<file path="src/rtl/clk_reset_gen.sv">
// Crystal divider producing non-overlapping phi1/phi2, clk_out and period_start, plus a
// synchronised, stretched core/peripheral reset. Define CLKGEN_STOP_EN for stop_req/stop_ack.
module clk_reset_gen #(
  parameter int unsigned DIV           = 2,
  parameter int unsigned DEAD          = 0,
  parameter int unsigned RESET_STRETCH = 3
) (
  input  logic x1,
  input  logic resetn_in,
`ifdef CLKGEN_STOP_EN
  input  logic stop_req,
  output logic stop_ack,
`endif
  output logic phi1,
  output logic phi2,
  output logic clk_out,
  output logic period_start,
  output logic reset,
  output logic reset_out
);

  localparam int unsigned H  = DIV / 2;
  localparam int unsigned CW = (DIV > 2) ? $clog2(DIV) : 1;
  localparam int unsigned SW = (RESET_STRETCH > 1) ? $clog2(RESET_STRETCH + 1) : 1;

  localparam logic [CW-1:0] CntLast = CW'(DIV - 1);
  localparam logic [SW-1:0] StLast  = SW'(RESET_STRETCH - 1);
  localparam logic [SW-1:0] StMax   = SW'(RESET_STRETCH);

  logic [CW-1:0] cnt_q, cnt_d;
  logic          run_q;
  logic [1:0]    sync_q;
  logic          sync;
  logic [SW-1:0] st_q, st_d;
  logic          reset_q, reset_d;
  logic          reset_out_q, reset_out_d;
  logic          phi1_q, phi1_d;
  logic          phi2_q, phi2_d;
  logic          clk_out_q, clk_out_d;
  logic          period_start_q, period_start_d;
  logic          period_end;
  logic          stopped;
  logic          stop_go;
  int unsigned   k;

  assign sync       = sync_q[1];
  assign period_end = (cnt_q == CntLast);

`ifdef CLKGEN_STOP_EN
  typedef enum logic {StRun, StStopped} stop_state_e;

  stop_state_e state_q;
  logic        stop_ack_q;

  assign stopped = (state_q == StStopped);
  // Stop only takes effect at a period boundary once the core is out of reset.
  assign stop_go = stopped ? stop_req : (stop_req && period_end && !reset_q);

  always_ff @(posedge x1 or negedge resetn_in) begin
    if (!resetn_in) begin
      state_q    <= StRun;
      stop_ack_q <= 1'b0;
    end else begin
      state_q    <= stop_go ? StStopped : StRun;
      stop_ack_q <= stop_go;
    end
  end

  assign stop_ack = stop_ack_q;
`else
  assign stopped = 1'b0;
  assign stop_go = 1'b0;
`endif

  always_comb begin
    cnt_d = cnt_q + CW'(1);
    // The first edge after release (and every stopped edge) produces a cnt==0 cycle.
    if (!run_q || stopped || period_end) begin
      cnt_d = '0;
    end

    k              = 32'(cnt_d);
    phi1_d         = !stop_go && (k < H - DEAD);
    phi2_d         = !stop_go && (k >= H) && (k < DIV - DEAD);
    clk_out_d      = !stop_go && (k >= H);
    period_start_d = !stop_go && (k == 0);

    st_d = st_q;
    if (sync && period_end && (st_q != StMax)) begin
      st_d = st_q + SW'(1);
    end

    reset_d = reset_q;
    if (sync && period_end && (st_q == StLast)) begin
      reset_d = 1'b0;
    end

    reset_out_d = reset_out_q;
    if (!reset_q && period_end) begin
      reset_out_d = 1'b0;
    end
  end

  // Reset synchroniser and run flag; nothing but constant 1 feeds their D inputs.
  always_ff @(posedge x1 or negedge resetn_in) begin
    if (!resetn_in) begin
      sync_q <= 2'b00;
      run_q  <= 1'b0;
    end else begin
      sync_q <= {sync_q[0], 1'b1};
      run_q  <= 1'b1;
    end
  end

  always_ff @(posedge x1 or negedge resetn_in) begin
    if (!resetn_in) begin
      cnt_q          <= '0;
      st_q           <= '0;
      reset_q        <= 1'b1;
      reset_out_q    <= 1'b1;
      phi1_q         <= 1'b0;
      phi2_q         <= 1'b0;
      clk_out_q      <= 1'b0;
      period_start_q <= 1'b0;
    end else begin
      cnt_q          <= cnt_d;
      st_q           <= st_d;
      reset_q        <= reset_d;
      reset_out_q    <= reset_out_d;
      phi1_q         <= phi1_d;
      phi2_q         <= phi2_d;
      clk_out_q      <= clk_out_d;
      period_start_q <= period_start_d;
    end
  end

  assign phi1         = phi1_q;
  assign phi2         = phi2_q;
  assign clk_out      = clk_out_q;
  assign period_start = period_start_q;
  assign reset        = reset_q;
  assign reset_out    = reset_out_q;

endmodule

</file>
<file path="config.mk">
export PLATFORM = sky130hd
export DESIGN_NAME = clk_reset_gen
export DESIGN_NICKNAME = d
export VERILOG_FILES = /design/src/rtl/clk_reset_gen.sv
export SDC_FILE = /design/constraint.sdc
export NUM_CORES = 1
export LEC_CHECK = 0
export CORE_AREA = 2 2 39 41
export DETAILED_ROUTE_END_ITERATION = 10
export DIE_AREA = 0 0 41 43
export PLACE_DENSITY = 0.52
export REMOVE_ABC_BUFFERS = 1
export SYNTH_ARGS = -nofsm -noshare
export SYNTH_HDL_FRONTEND = slang
export SYNTH_SLANG_ARGS = --single-unit
</file>
<file path="constraint.sdc">
create_clock -name x1 -period 1.4 [get_ports x1]
set_input_delay 0.21 -clock x1 [delete_from_list [all_inputs] [get_ports x1]]
set_output_delay 0.21 -clock x1 [all_outputs]
set_load 0.01 [all_outputs]
</file>
==> metrics.json, run 1 <==
{
  "syn_area_sq_um": 308,
  "numClockSinks": 8,
  "async_s_r_ff_share_synth": 1.00,
  "placement.cell_area_sq_um": 383,
  "power_switching_share": 0.274,
  "place_worst_setup_slack_ns": 0.153,
  "wirelength_microns": 549,
  "synthToLayoutAreaGrowth_pct": 35.4,
  "setup_viol_count_final": 0,
  "period_share": 0.890,
  "numPortBuffers": 7,
  "worstPathMaxFanout": 2,
  "number_of_nets_still_failing_antenna_checks_after_routing": 0,
  "pwr-share-clk": 0.302,
  "place_congestion": 0.579,
  "postSynthAreaPerCell_sq_um": 13.4,
  "cp_num_buf_inv": 1,
  "dominantRegCellSynth": "sky130_fd_sc_hd__dfrtp_1",
  "vias": 178,
  "power.share.combinational": 0.178,
  "synth_top_cells_by_count": "sky130_fd_sc_hd__dfrtp_1 (6), sky130_fd_sc_hd__inv_1 (4), sky130_fd_sc_hd__buf_4 (2), sky130_fd_sc_hd__dfstp_2 (2), sky130_fd_sc_hd__ha_1 (2)",
  "design.portCount": 8,
  "tritoncts": "done",
  "clk_root_buffer_cell": "sky130_fd_sc_hd__clkbuf_4",
  "critical_path_required_ns": 1.19,
  "number_of_distinct_library_cells_after_synthesis": 12,
  "yosysMostFrequentCell": "sky130_fd_sc_hd__dfrtp_1",
  "period_needed_ns": 1.25,
  "slowest_delay_ns": 0.52,
  "worstReg2RegStart": "st_q[0]",
  "timing.critical_path.from_type": "flip-flop",
  "die_height_microns": 43,
  "clock.fmax_mhz": 803,
  "maxSlewViolCount": 0,
  "start_util": 0.222,
  "drt-vias-per-instance": 3.71,
  "ys_ff_latch": 8,
  "fp.dieW_microns": 41,
  "cell_internal_pwr_w": 0.000425,
  "critical-path-slowest-cell": "sky130_fd_sc_hd__dfstp_2",
  "netlist_top_cells_area": "sky130_fd_sc_hd__dfrtp_1 (49%), sky130_fd_sc_hd__dfstp_2 (17%), sky130_fd_sc_hd__ha_1 (8.1%)",
  "max-cap-violations": 0,
  "synth-edff-count": 0,
  "globalRouteTotalUtil": 0.0925,
  "dpl.hpwl_microns": 387,
  "worstPathArrival_ns": 1.04,
  "hold_path.class": "in2async",
  "finalNonFillerCells": 48,
  "criticalPathCategory": "reg2out",
  "clock_tree.buffer_depth": 2,
  "finish.net_count": 38,
  "maximum_number_of_pins_on_one_net_before_global_route_repair": 9,
  "total_number_of_h_tree_levels": 1,
  "ff2ff_setup_slack_ns": 0.32,
  "dieArea_sq_um": 1760,
  "synth.top_cell.area_share": 0.488,
  "core_area_sq_um": 1380,
  "accumulated_negative_setup_slack_ns": 0,
  "placement_rows": 14,
  "final_design_instance_area_without_fill_sq_um": 417,
  "clk_latency_ns": 0.25,
  "end_kind": "output port",
  "synth_sequential_area_ratio": 0.659,
  "power.leakage_nw": 0.228,
  "drcViolationCount": 0,
  "netlist_instances": 23,
  "synth_top_area_cell": "sky130_fd_sc_hd__dfrtp_1",
  "outcome": "finished clean",
  "clock_skew_ns": 0.00211,
  "clkTransAtPathRegs_ns": 0.05,
  "placed_cells_incl_taps": 44,
  "antenna_violations_before_repair": 0,
  "detail_route.iter0.violations": 2,
  "power_density_nw_per_um2": 1400,
  "drtPass1Iterations": 2,
  "ctsHoldBuffers": 0,
  "total_congestion_overflow_after_global_routing": 0,
  "synth-warning-count": 0,
  "first_global_vias": 219,
  "diodes": 0,
  "rsz0062_at_grt": "no",
  "wl_per_cell_microns": 11.4,
  "worst_slack_ns": 0.155,
  "design_power_total_w": 0.000585,
  "total_clock_buffers_created_by_cts": 3,
  "drive_gt1_frac": 0.188,
  "crit_start": "reset_out",
  "grt_pass1_wl_microns": 986,
  "net-switching-power_w": 0.000160,
  "worst_ir_drop_vdd_v": 0.000460,
  "path_cells": "dlygate4sd2_1",
  "timing.final.hold_violations": 0,
  "sequentialPowerShare": 0.520,
  "path_delay_family": "flip-flops"
}
## power by group through the flow
stage | Combinational (W) | Clock [W] | Sequential (W)
finish | 0.000104 | 0.000177 | 0.000304
CTS | 0.000109 | 0.000190 | 0.000304
detailed placement | 0.000105 | 0 | 0.000310
global route | 0.000119 | 0.000204 | 0.000310
floorplan | 0.0000659 | 0 | 0.000303
global placement | 0.000100 | 0 | 0.000302
## cells in the final DEF, fill, tap and decap left out, drive strengths merged
cell type and n:
a21boi 1, a31oi 1, buf 1, clkbuf 3, clkdlybuf4s50 1, conb 1
dfrtp 6, dfstp 2, dlygate4sd2 3, dlymetal6s2s 3, ha 2, inv 4
mux2i 1, nand2b 1, nand3b 1, xnor2 1
## cell type report
type,count,area [sq um]
tap,16,20.0
sequential,8,203
timing repair buffer,8,81.3
fill,154,967
inverter,4,15.0
clock buffer,3,22.5
multi-input combinational,9,75.1
## logic make-up after synthesis
kind of cell | after synthesis | share of synthesized area
fa+ha+maj | 2 | 0.0813
mux | 1 | 0.0325
xor+xnor | 1 | 0.0285
flops | 8 | 0.659
compound gates | 2 | 0.0447
buf+inv | 6 | 0.0975
simple gates | 2 | 0.0447
other cells | 1 | 0.0122
## layer usage
metal | global-route usage | vias to the layer above | share of wire
met4 | 0.100 | 0 | 0
met3 | 0.0419 | 0 | 0.084
met1 | 0.110 | 84 | 0.46
met5 | 0 | - | 0
li1 | - | 86 | -
met2 | 0.109 | 8 | 0.46
## registers in the layout, indices dropped and copies added (netlist names)
register and count:
st_q 2, sync_q 2, cnt_q 1, period_start 1
reset 1, reset_out 1
## through the flow
stage / hold WS [ns] / util
CTS: 0.235 / 0.296
detailed placement: 0.367 / 0.277
floorplan: -0.0856 / -
global route: 0.250 / 0.301
global placement: 0.363 / 0.277
finish: 0.238 / 0.301
## repair_timing
item,4_1_cts,5_1_grt
pin swaps,0,0
setup buffers,1,0
setup endpoints to repair,4,3
gates resized for setup,3,3
## path summary, 6_finish.rpt
path	end	cells past startpoint
worst max-delay path	reset_out	1
worst min-delay path	st_q[0]	1
worst max register to register	st_q[0]	3
worst min register to register	sync_q[1]	0
max in group asynchronous	reset	1
min in group x1	sync_q[1]	0
Note: power is estimated with default switching activity, not from simulation.
==> run 2: changes to the inputs <==
--- a/config.mk
+++ b/config.mk
@@ -9,4 +9,5 @@
 export DETAILED_ROUTE_END_ITERATION = 10
 export DIE_AREA = 0 0 41 43
+export HOLD_SLACK_MARGIN = 0.05
 export PLACE_DENSITY = 0.52
 export REMOVE_ABC_BUFFERS = 1
==> constraint.sdc (replaced) <==
create_clock -name x1 -period 1.4 [get_ports x1]
set_input_delay 0.14 -clock x1 [delete_from_list [all_inputs] [get_ports x1]]
set_output_delay 0.14 -clock x1 [all_outputs]
set_load 0.01 [all_outputs]
==> metrics.json, run 2 (same netlist as run 1, synthesis figures left out) <==
{
  "path_delay_family": {"value": "buffers and inverters", "change": "was flip-flops"},
  "die_height": {"value": 43, "unit": "microns", "change": "unchanged"},
  "maximum_number_of_pins_on_one_net_before_global_route_repair": {"value": 9, "change": "unchanged"},
  "hold_path.class": {"value": "in2async", "change": "unchanged"},
  "clkTransAtPathRegs": {"value": 0.05, "unit": "ns", "change": "about the same"},
  "grt_pass1_wl": {"value": 986, "unit": "microns", "change": "unchanged"},
  "clock.fmax": {"value": 762, "unit": "MHz", "change": "was 803 MHz"},
  "number_of_nets_still_failing_antenna_checks_after_routing": {"value": 0, "change": "unchanged"},
  "tritoncts": {"value": "done", "change": "unchanged"},
  "critical-path-slowest-cell": {"value": "sky130_fd_sc_hd__clkdlybuf4s50_1", "change": "was sky130_fd_sc_hd__dfstp_2"},
  "timing.critical_path.from_type": {"value": "flip-flop", "change": "unchanged"},
  "rsz0062_at_grt": {"value": "no", "change": "unchanged"},
  "dieArea": {"value": 1760, "unit": "sq um", "change": "unchanged"},
  "crit_cells": {"value": 1, "change": "unchanged"},
  "power.leakage": {"value": 0.201, "unit": "nW", "change": "was 0.228 nW"},
  "drtPass1Iterations": {"value": 2, "change": "unchanged"},
  "antenna_violations_before_repair": {"value": 0, "change": "unchanged"},
  "criticalPathCategory": {"value": "reg2out", "change": "unchanged"},
  "synthToLayoutAreaGrowth": {"value": 33.3, "unit": "%", "change": "was 35.4%"},
  "vias": {"value": 180, "change": "was 178"},
  "first_global_vias": {"value": 219, "change": "unchanged"},
  "numClockSinks": {"value": 8, "change": "unchanged"},
  "worstPathMaxFanout": {"value": 3, "change": "was 2"},
  "dpl.hpwl": {"value": 387, "unit": "microns", "change": "unchanged"},
  "clk_latency": {"value": 0.25, "unit": "ns", "change": "about the same"},
  "path_cells": {"value": "clkdlybuf4s50_1", "change": "was dlygate4sd2_1"},
  "placement.cell_area": {"value": 383, "unit": "sq um", "change": "unchanged"},
  "design.portCount": {"value": 8, "change": "unchanged"},
  "end_kind": {"value": "output port", "change": "unchanged"},
  "diodes": {"value": 0, "change": "unchanged"},
  "placed_cells_incl_taps": {"value": 44, "change": "unchanged"},
  "clock_tree.buffer_depth": {"value": 2, "change": "unchanged"},
  "finish.net_count": {"value": 38, "change": "unchanged"},
  "numPortBuffers": {"value": 7, "change": "unchanged"},
  "wl_per_cell": {"value": 11.5, "unit": "microns", "change": "was 11.4 microns"},
  "setup_viol_count_final": {"value": 0, "change": "unchanged"},
  "multi_input_comb_area": {"value": 75.1, "unit": "sq um", "change": "unchanged"},
  "worst_ir_drop_vdd": {"value": 0.000455, "unit": "V", "change": "was 0.000460 V"},
  "drcViolationCount": {"value": 0, "change": "unchanged"},
  "timing.final.hold_violations": {"value": 0, "change": "unchanged"},
  "maxSlewViolCount": {"value": 0, "change": "unchanged"},
  "place_worst_setup_slack": {"value": 0.223, "unit": "ns", "change": "was 0.153 ns"},
  "rr_worst_depth": {"value": 3, "change": "unchanged"},
  "largest_registers": {"value": "st_q: 2 flops, sync_q: 2 flops", "change": "unchanged"},
  "period_needed": {"value": 1.31, "unit": "ns", "change": "was 1.25 ns"},
  "slowest_delay": {"value": 0.55, "unit": "ns", "change": "was 0.52 ns"},
  "seqCellArea": {"value": 203, "unit": "sq um", "change": "unchanged"},
  "start_util": {"value": 0.222, "change": "unchanged"},
  "ctsHoldBuffers": {"value": 0, "change": "unchanged"},
  "period_share": {"value": 0.937, "change": "was 0.890"},
  "finalNonFillerCells": {"value": 48, "change": "unchanged"},
  "layout.filler_cells": {"value": 153, "change": "was 154"},
  "place_congestion": {"value": 0.579, "change": "unchanged"},
  "outcome": {"value": "finished clean", "change": "unchanged"},
  "layout_commonest_cell": {"value": "sky130_fd_sc_hd__dfrtp_1", "change": "unchanged"},
  "final_design_instance_area_without_fill": {"value": 410, "unit": "sq um", "change": "was 417 sq um"},
  "most-common-layout-cells": {"value": "sky130_fd_sc_hd__dfrtp_1 (6), sky130_fd_sc_hd__clkdlybuf4s50_1 (5), sky130_fd_sc_hd__inv_1 (4)", "change": "was sky130_fd_sc_hd__dfrtp_1 (6), sky130_fd_sc_hd__inv_1 (4), sky130_fd_sc_hd__clkbuf_4 (3), sky130_fd_sc_hd__dlygate4sd2_1 (3), sky130_fd_sc_hd__dlymetal6s2s_1 (3)"},
  "total_clock_buffers_created_by_cts": {"value": 3, "change": "unchanged"},
  "fp.dieW": {"value": 41, "unit": "microns", "change": "unchanged"},
  "cp_num_buf_inv": {"value": 1, "change": "unchanged"},
  "power_density": {"value": 1430, "unit": "nW/um^2", "change": "was 1400 nW/um^2"},
  "wirelength": {"value": 552, "unit": "microns", "change": "was 549 microns"},
  "total_number_of_h_tree_levels": {"value": 1, "change": "unchanged"},
  "worstPathArrival": {"value": 1.17, "unit": "ns", "change": "was 1.04 ns"},
  "globalRouteTotalUtil": {"value": 0.0925, "change": "unchanged"},
  "placement_rows": {"value": 14, "change": "unchanged"},
  "core_area": {"value": 1380, "unit": "sq um", "change": "unchanged"},
  "max-cap-violations": {"value": 0, "change": "unchanged"},
  "detail_route.iter0.violations": {"value": 2, "change": "unchanged"},
  "critical_path_required": {"value": 1.26, "unit": "ns", "change": "was 1.19 ns"},
  "accumulated_negative_setup_slack": {"value": 0, "unit": "ns", "change": "unchanged"},
  "drt-vias-per-instance": {"value": 3.75, "change": "was 3.71"},
  "clk_root_buffer_cell": {"value": "sky130_fd_sc_hd__clkbuf_4", "change": "unchanged"},
  "worst_slack": {"value": 0.0883, "unit": "ns", "change": "was 0.155 ns"},
  "drive_gt1_frac": {"value": 0.188, "change": "unchanged"},
  "clock_skew": {"value": 0.00176, "unit": "ns", "change": "was 0.00211 ns"},
  "total_congestion_overflow_after_global_routing": {"value": 0, "change": "unchanged"}
}
==> run 2: cell types whose count changed in the layout (fill, tap and decap cells not counted), sizes merged <==
cell	before	now
clkdlybuf4s50	1	5
dlymetal6s2s	3	0
dlygate4sd2	3	2
==> run 2: layer usage <==
| layer | global-route usage | wire, microns |
|---|---|---|
| met3 | 0.0419 | 46 |
| met1 | 0.110 | 258 |
| met5 | 0 | 0 |
| met2 | 0.109 | 248 |
| met4 | 0.100 | 0 |
==> run 2: worst paths after layout <==
path | startpoint | to | slack, ns
setup / recovery | cnt_q | clk_out | 0.09
hold / removal | resetn_in | st_q[0] | 0.17
setup reg to reg | st_q[0] | st_q[0] | 0.32
hold reg to reg | sync_q[0] | sync_q[1] | 0.38
max in group asynchronous | resetn_in | reset | 0.92
min in group x1 | sync_q[0] | sync_q[1] | 0.38
==> run 2: timing repair <==
item	CTS	global route
resized for setup	2	0
buffers inserted	1	0
setup endpoints to repair	4	0
==> run 2: cell type report <==
cell class              instances  area share
flip-flops and latches          8       0.494
multi-input cells               9       0.183
repair buffers                  8       0.183
clock buffers                   3      0.0549
well taps                      16      0.0488
inverters                       4      0.0366
==> run 2: stage by stage <==
stage / utilization / hold slack [ns] / power, W
global placement: 0.277 / 0.363 / 0.000402
CTS: 0.297 / 0.165 / 0.000605
finish: 0.297 / 0.169 / 0.000588
global route: 0.297 / 0.180 / 0.000637
floorplan: - / -0.156 / 0.000368
detailed placement: 0.277 / 0.367 / 0.000415
==> run 2: power by group <==
group	total, W	internal [W]	switching, W	leakage, nW
Clock	0.000176	0.0000981	0.0000781	0.0138
Sequential	0.000304	0.000269	0.0000354	0.0907
Combinational	0.000107	0.0000609	0.0000463	0.0970
==> run 3: changes to the inputs <==
- ABC_AREA: default -> 1
- CORE_AREA: 2 2 39 41 -> default
- CORE_MARGIN: default -> 2
- CORE_UTILIZATION: default -> 25
- DIE_AREA: 0 0 41 43 -> default
- PLACE_DENSITY: 0.52 -> 0.54
- SLEW_MARGIN: default -> 40
==> metrics.json, run 3 <==
{
  "net-switching-power": {"value": 0.000163, "unit": "W", "change": "was 0.000160 W"},
  "clk_latency": {"value": 0.24, "unit": "ns", "change": "was 0.25 ns"},
  "worstPathMaxFanout": {"value": 7, "change": "was 3"},
  "timing.critical_path.from_type": {"value": "flip-flop", "change": "unchanged"},
  "grt_util_met2": {"value": 0.0794, "change": "was 0.109"},
  "criticalPathCategory": {"value": "reg2out", "change": "unchanged"},
  "busiest_layer_in_global_routing": {"value": "met2", "change": "was met1"},
  "synth.top_cell.area_share": {"value": 0.451, "change": "was 0.488"},
  "finish.net_count": {"value": 47, "change": "was 38"},
  "cp_num_buf_inv": {"value": 1, "change": "unchanged"},
  "grt_pass1_wl": {"value": 627, "unit": "microns", "change": "was 986 microns"},
  "place_congestion": {"value": 0.621, "change": "was 0.579"},
  "synth_top_area_cell": {"value": "sky130_fd_sc_hd__dfrtp_1", "change": "unchanged"},
  "worst_r2r_endpoint": {"value": "st_q[0]", "change": "unchanged"},
  "worstPathArrival": {"value": 1.21, "unit": "ns", "change": "was 1.17 ns"},
  "period_share": {"value": 0.963, "change": "was 0.937"},
  "drt-vias-per-instance": {"value": 3.72, "change": "was 3.75"},
  "maximum_number_of_pins_on_one_net_before_global_route_repair": {"value": 9, "change": "unchanged"},
  "power_density": {"value": 1380, "unit": "nW/um^2", "change": "was 1430 nW/um^2"},
  "synth_top_cells_by_count": {"value": "sky130_fd_sc_hd__inv_1 (7), sky130_fd_sc_hd__nand2_1 (7), sky130_fd_sc_hd__dfrtp_1 (6)", "change": "was sky130_fd_sc_hd__dfrtp_1 (6), sky130_fd_sc_hd__inv_1 (4), sky130_fd_sc_hd__buf_4 (2), sky130_fd_sc_hd__dfstp_2 (2), sky130_fd_sc_hd__ha_1 (2)"},
  "antenna_violations_before_repair": {"value": 0, "change": "unchanged"},
  "numClockSinks": {"value": 8, "change": "unchanged"},
  "total_clock_buffers_created_by_cts": {"value": 3, "change": "unchanged"},
  "hold_path.class": {"value": "in2async", "change": "unchanged"},
  "cell_internal_pwr": {"value": 0.000431, "unit": "W", "change": "was 0.000428 W"},
  "vias": {"value": 212, "change": "was 180"},
  "first_global_vias": {"value": 168, "change": "was 219"},
  "end_kind": {"value": "output port", "change": "unchanged"},
  "path_cells": {"value": "clkdlybuf4s50_1", "change": "unchanged"},
  "total_congestion_overflow_after_global_routing": {"value": 0, "change": "unchanged"},
  "accumulated_negative_setup_slack": {"value": 0, "unit": "ns", "change": "unchanged"},
  "period_needed": {"value": 1.35, "unit": "ns", "change": "was 1.31 ns"},
  "core_area": {"value": 1270, "unit": "sq um", "change": "was 1380 sq um"},
  "ctsHoldBuffers": {"value": 0, "change": "unchanged"},
  "most-common-layout-cells": {"value": "sky130_fd_sc_hd__inv_1 (7), sky130_fd_sc_hd__nand2_1 (7), sky130_fd_sc_hd__clkdlybuf4s50_1 (5), sky130_fd_sc_hd__dfrtp_1 (5), sky130_fd_sc_hd__clkbuf_4 (3)", "change": "was sky130_fd_sc_hd__dfrtp_1 (6), sky130_fd_sc_hd__clkdlybuf4s50_1 (5), sky130_fd_sc_hd__inv_1 (4)"},
  "detail_route.iter0.violations": {"value": 0, "change": "was 2"},
  "timing.final.hold_violations": {"value": 0, "change": "unchanged"},
  "worstReg2RegStart": {"value": "st_q[0]", "change": "unchanged"},
  "post-cts-setup-buffer-count": {"value": 0, "change": "was 1"},
  "synthToLayoutAreaGrowth": {"value": 29.7, "unit": "%", "change": "was 33.3%"},
  "power.leakage": {"value": 0.220, "unit": "nW", "change": "was 0.201 nW"},
  "maxSlewViolCount": {"value": 0, "change": "unchanged"},
  "synth-edff-count": {"value": 0, "change": "unchanged"},
  "drive_gt1_frac": {"value": 0.190, "change": "was 0.188"},
  "total_number_of_h_tree_levels": {"value": 1, "change": "unchanged"},
  "critical-path-slowest-cell": {"value": "sky130_fd_sc_hd__clkdlybuf4s50_1", "change": "unchanged"},
  "number_of_nets_still_failing_antenna_checks_after_routing": {"value": 0, "change": "unchanged"},
  "pwr-share-clk": {"value": 0.302, "change": "was 0.300"},
  "rr_worst_depth": {"value": 5, "change": "was 3"},
  "synth-warning-count": {"value": 0, "change": "unchanged"},
  "netlist_top_cells_area": {"value": "sky130_fd_sc_hd__dfrtp_1 (45%), sky130_fd_sc_hd__dfstp_2 (16%), sky130_fd_sc_hd__inv_1 (7.9%)", "change": "was sky130_fd_sc_hd__dfrtp_1 (49%), sky130_fd_sc_hd__dfstp_2 (17%), sky130_fd_sc_hd__ha_1 (8.1%)"},
  "tritoncts": {"value": "done", "change": "unchanged"},
  "seqCellArea": {"value": 204, "unit": "sq um", "change": "was 203 sq um"},
  "clock.fmax": {"value": 741, "unit": "MHz", "change": "was 762 MHz"},
  "diodes": {"value": 0, "change": "unchanged"},
  "postSynthAreaPerCell": {"value": 10.1, "unit": "sq um", "change": "was 13.4 sq um"},
  "wl_per_cell": {"value": 7.42, "unit": "microns", "change": "was 11.5 microns"},
  "sequentialPowerShare": {"value": 0.496, "change": "was 0.518"},
  "layout.filler_cells": {"value": 138, "change": "was 153"},
  "clock_skew": {"value": 0.00455, "unit": "ns", "change": "was 0.00176 ns"},
  "outcome": {"value": "finished clean", "change": "unchanged"},
  "placement_rows": {"value": 13, "change": "was 14"},
  "design.portCount": {"value": 8, "change": "unchanged"},
  "wirelength": {"value": 423, "unit": "microns", "change": "was 552 microns"},
  "power.share.combinational": {"value": 0.201, "change": "was 0.182"},
  "critical_path_required": {"value": 1.26, "unit": "ns", "change": "about the same"},
  "drtPass1Iterations": {"value": 1, "change": "was 2"},
  "rsz0062_at_grt": {"value": "no", "change": "unchanged"},
  "number_of_distinct_library_cells_after_synthesis": {"value": 12, "change": "unchanged"},
  "syn_area": {"value": 333, "unit": "sq um", "change": "was 308 sq um"},
  "drcViolationCount": {"value": 0, "change": "unchanged"},
  "largest_registers": {"value": "st_q: 2 flops, sync_q: 2 flops", "change": "unchanged"},
  "fp.dieW": {"value": 40.5, "unit": "microns", "change": "was 41 microns"},
  "globalRouteTotalUtil": {"value": 0.0630, "change": "was 0.0925"},
  "synth_sequential_area_ratio": {"value": 0.609, "change": "was 0.659"},
  "met1_use_gr": {"value": 0.0741, "change": "was 0.110"},
  "numPortBuffers": {"value": 7, "change": "unchanged"},
  "netlist_instances": {"value": 33, "change": "was 23"},
  "async_s_r_ff_share_synth": {"value": 1.00, "change": "unchanged"},
  "clkTransAtPathRegs": {"value": 0.05, "unit": "ns", "change": "about the same"},
  "max-cap-violations": {"value": 0, "change": "unchanged"},
  "dpl.hpwl": {"value": 353, "unit": "microns", "change": "was 387 microns"},
  "slowest_delay": {"value": 0.55, "unit": "ns", "change": "about the same"},
  "worst_ir_drop_vdd": {"value": 0.000656, "unit": "V", "change": "was 0.000455 V"},
  "power_switching_share": {"value": 0.274, "change": "was 0.272"},
  "ff2ff_setup_slack": {"value": 0.41, "unit": "ns", "change": "was 0.32 ns"},
  "dominantRegCellSynth": {"value": "sky130_fd_sc_hd__dfrtp_1", "change": "unchanged"},
  "setup_viol_count_final": {"value": 0, "change": "unchanged"},
  "start_util": {"value": 0.262, "change": "was 0.222"},
  "ys_ff_latch": {"value": 8, "change": "unchanged"},
  "cts-resized-gates": {"value": 3, "change": "was 2"},
  "multi_input_comb_area": {"value": 88.8, "unit": "sq um", "change": "was 75.1 sq um"},
  "die_height": {"value": 40.5, "unit": "microns", "change": "was 43 microns"},
  "dieArea": {"value": 1640, "unit": "sq um", "change": "was 1760 sq um"},
  "path_delay_family": {"value": "buffers and inverters", "change": "unchanged"},
  "clock_tree.buffer_depth": {"value": 2, "change": "unchanged"},
  "fin_util": {"value": 0.340, "change": "was 0.297"},
  "groute.layer.met3.usage": {"value": 0.0222, "change": "was 0.0419"},
  "clk_root_buffer_cell": {"value": "sky130_fd_sc_hd__clkbuf_4", "change": "unchanged"}
}
[run 3: final cells by class]
cell class	count	share of cell area
inverters	7	0.0609
clock buffers	4	0.0609
repair buffers	7	0.157
multi-input cells	16	0.206
well taps	15	0.0435
flip-flops and latches	8	0.472
[run 3: cell families (layout without fill, tap and decap cells)]
group,Yosys count,count (layout),synth area share
simple gates,12,12,0.158
buf+inv,9,18,0.124
flops,8,8,0.609
fa+ha+maj,2,2,0.0752
other cells,1,1,0.0113
compound gates,1,1,0.0226
[run 3: worst reg2reg max path, cell delays in order (launching register included)]
cell and delay [ns]:
sky130_fd_sc_hd__dfrtp_1 0.39, sky130_fd_sc_hd__ha_1 0.23, sky130_fd_sc_hd__inv_1 0.06, sky130_fd_sc_hd__nand3_1 0.08, sky130_fd_sc_hd__nand2_1 0.07, sky130_fd_sc_hd__nand2_1 0.05
[run 3: routing by layer]
| layer | vias to the layer above | wire length, microns |
|---|---|---|
| li1 | 113 | - |
| met1 | 93 | 189 |
| met2 | 6 | 199 |
| met3 | 0 | 34 |
| met4 | 0 | 0 |
| met5 | - | 0 |
[run 3: through the flow]
stage	setup WS [ns]	hold WS [ns]	instances	cell area (sq um)	total power, W
2_1_floorplan	0.470	-0.156	31	318	0.000376
4_1_cts	0.0336	0.170	57	432	0.000609
3_5_place_dp	0.220	0.365	53	407	0.000422
6_report	0.0512	0.160	57	432	0.000594
3_3_place_gp	0.221	0.367	53	407	0.000420
5_1_grt	0.00854	0.192	57	432	0.000632
[run 3: power groups by stage]
stage / Sequential, W / Combinational [W] / Clock (W)
4_1_cts: 0.000295 / 0.000124 / 0.000189
3_5_place_dp: 0.000299 / 0.000123 / 0
5_1_grt: 0.000300 / 0.000135 / 0.000197
2_1_floorplan: 0.000297 / 0.0000790 / 0
6_report: 0.000295 / 0.000120 / 0.000180
3_3_place_gp: 0.000297 / 0.000122 / 0
[run 3: how the worst max path moves through the flow]
stage | depth (start not counted) | startpoint | endpoint | slack, ns
2_1_floorplan | 5 | st_q[0] | st_q[0] | 0.47
3_3_place_gp | 1 | reset | reset | 0.22
3_5_place_dp | 1 | reset | reset | 0.22
4_1_cts | 1 | cnt_q | phi2 | 0.03
5_1_grt | 1 | cnt_q | phi2 | 0.009
6_report | 1 | cnt_q | phi2 | 0.05
==> edit (settings of run 3) <==
The option `CLKGEN_STOP_EN` is turned on by a define.
--- a/src/rtl/clk_reset_gen.sv
+++ b/src/rtl/clk_reset_gen.sv
@@ -2,2 +2,4 @@
 // synchronised, stretched core/peripheral reset. Define CLKGEN_STOP_EN for stop_req/stop_ack.
+`define CLKGEN_STOP_EN
+
 module clk_reset_gen #(
Interface: changed (added stop_ack and stop_req); port bits go from 8 to 10. No check against the original RTL was run, so the function may have changed too.
==> edit against run 3 <==
- sequential cell count rose by 2
- setup slack improved by 0.067 ns
- critical path type unchanged
- final area rose by 19%
- critical path depth did not move
- synthesized area rose by 19%
- via count rose by 25%
- die area rose by 17%
- clock power rose by 13%
- wire length rose by 40%
- power rose by 20%
==> edit: results (changes against run 3) <==
The run finished with clean final reports. The placer's final routability congestion estimate came to 0.662 (+6.5%). The total net switching power came out at 198 uW (+22%). The global-route wire length before repair is 1.01 mm (+62%). The post-DP HPWL is 458 um (+30%). The sequential share of power came out at 51.4% (+1.8 points). The summed instance area of the synthesized netlist is 395 um^2 (+19%). The largest driver fanout on the critical path is 2 (-5). The post-route clock skew is 0.00541 ns (+0.000861 ns). The placed cell area came to 490 um^2 (+21%). In the post-synthesis netlist, the biggest area contributors are dfrtp_1 51%, dfstp_2 13%, nand2_1 6.6%. The fraction of final layout cells sized beyond drive strength 1 is 12.8% (-6.3 points). The largest voltage drop on the vdd net is 485 uV (-26%).

The total instance count after detailed placement came out at 59 (+11%). In this run the worst setup path begins at period_start. The fraction of area in clock buffers and inverters came out at 5.11% (-0.98 points). The layout net count came to 53 (+13%). The number of global-route vias before repair is 260 (+55%). The count of different cell masters after synthesis is 15 (+3). The vias per cell came to 4.19 (+13%). The data arrival time of the critical path is 1.14 ns (-0.07 ns). The smallest hold slack came out at 0.177 ns (+0.0173 ns). The number of ordinary inverters in the final layout is 5 (-2).

The part of the Yosys area used for sequential elements came out at 63.9% (+3.0 points). The count of sequential standard cells is 10 (+2). The insertion delay of the later-clocked pin in the worst-skew pair is 0.26 ns (+0.02 ns). The number of input and output port buffers inserted was 9 (+2). The layout buffer count excluding clock buffers is 9 (+2). The gate count of the mapped netlist is 36 (+9.1%).
## edit: layer usage
layer | global-route usage, % | share of wire, % | vias up
met4 | 7.27 | 2.9 | 0
li1 | - | - | 130
met2 | 11.2 | 50 | 8
met5 | 0 | 0 | -
met3 | 2.50 | 3.2 | 2
met1 | 8.92 | 44 | 124
## edit: how the worst max path moves through the flow
stage | slack, ns | end
3_5_place_dp | 0.21 | reset
3_3_place_gp | 0.22 | reset
4_1_cts | 0.11 | phi1
2_1_floorplan | 0.48 | st_q[1]
6_report | 0.12 | phi1
5_1_grt | 0.08 | stop_ack
## edit: kinds of logic after synthesis
family	after synthesis	synth area share, %
AND/OR/NAND/NOR	12	13.9
adder cells (fa/ha/maj)	2	6.33
flip-flops	10	63.9
buffers and inverters	7	8.54
AO/OA/AOI/OAI	4	6.33
other	1	0.948
## edit: repair_timing
action | 4_1_cts | 5_1_grt
endpoints found under the setup margin | 2 | 0
setup buffers | 0 | 0
hold buffers | 0 | 0
resized for setup | 2 | 0
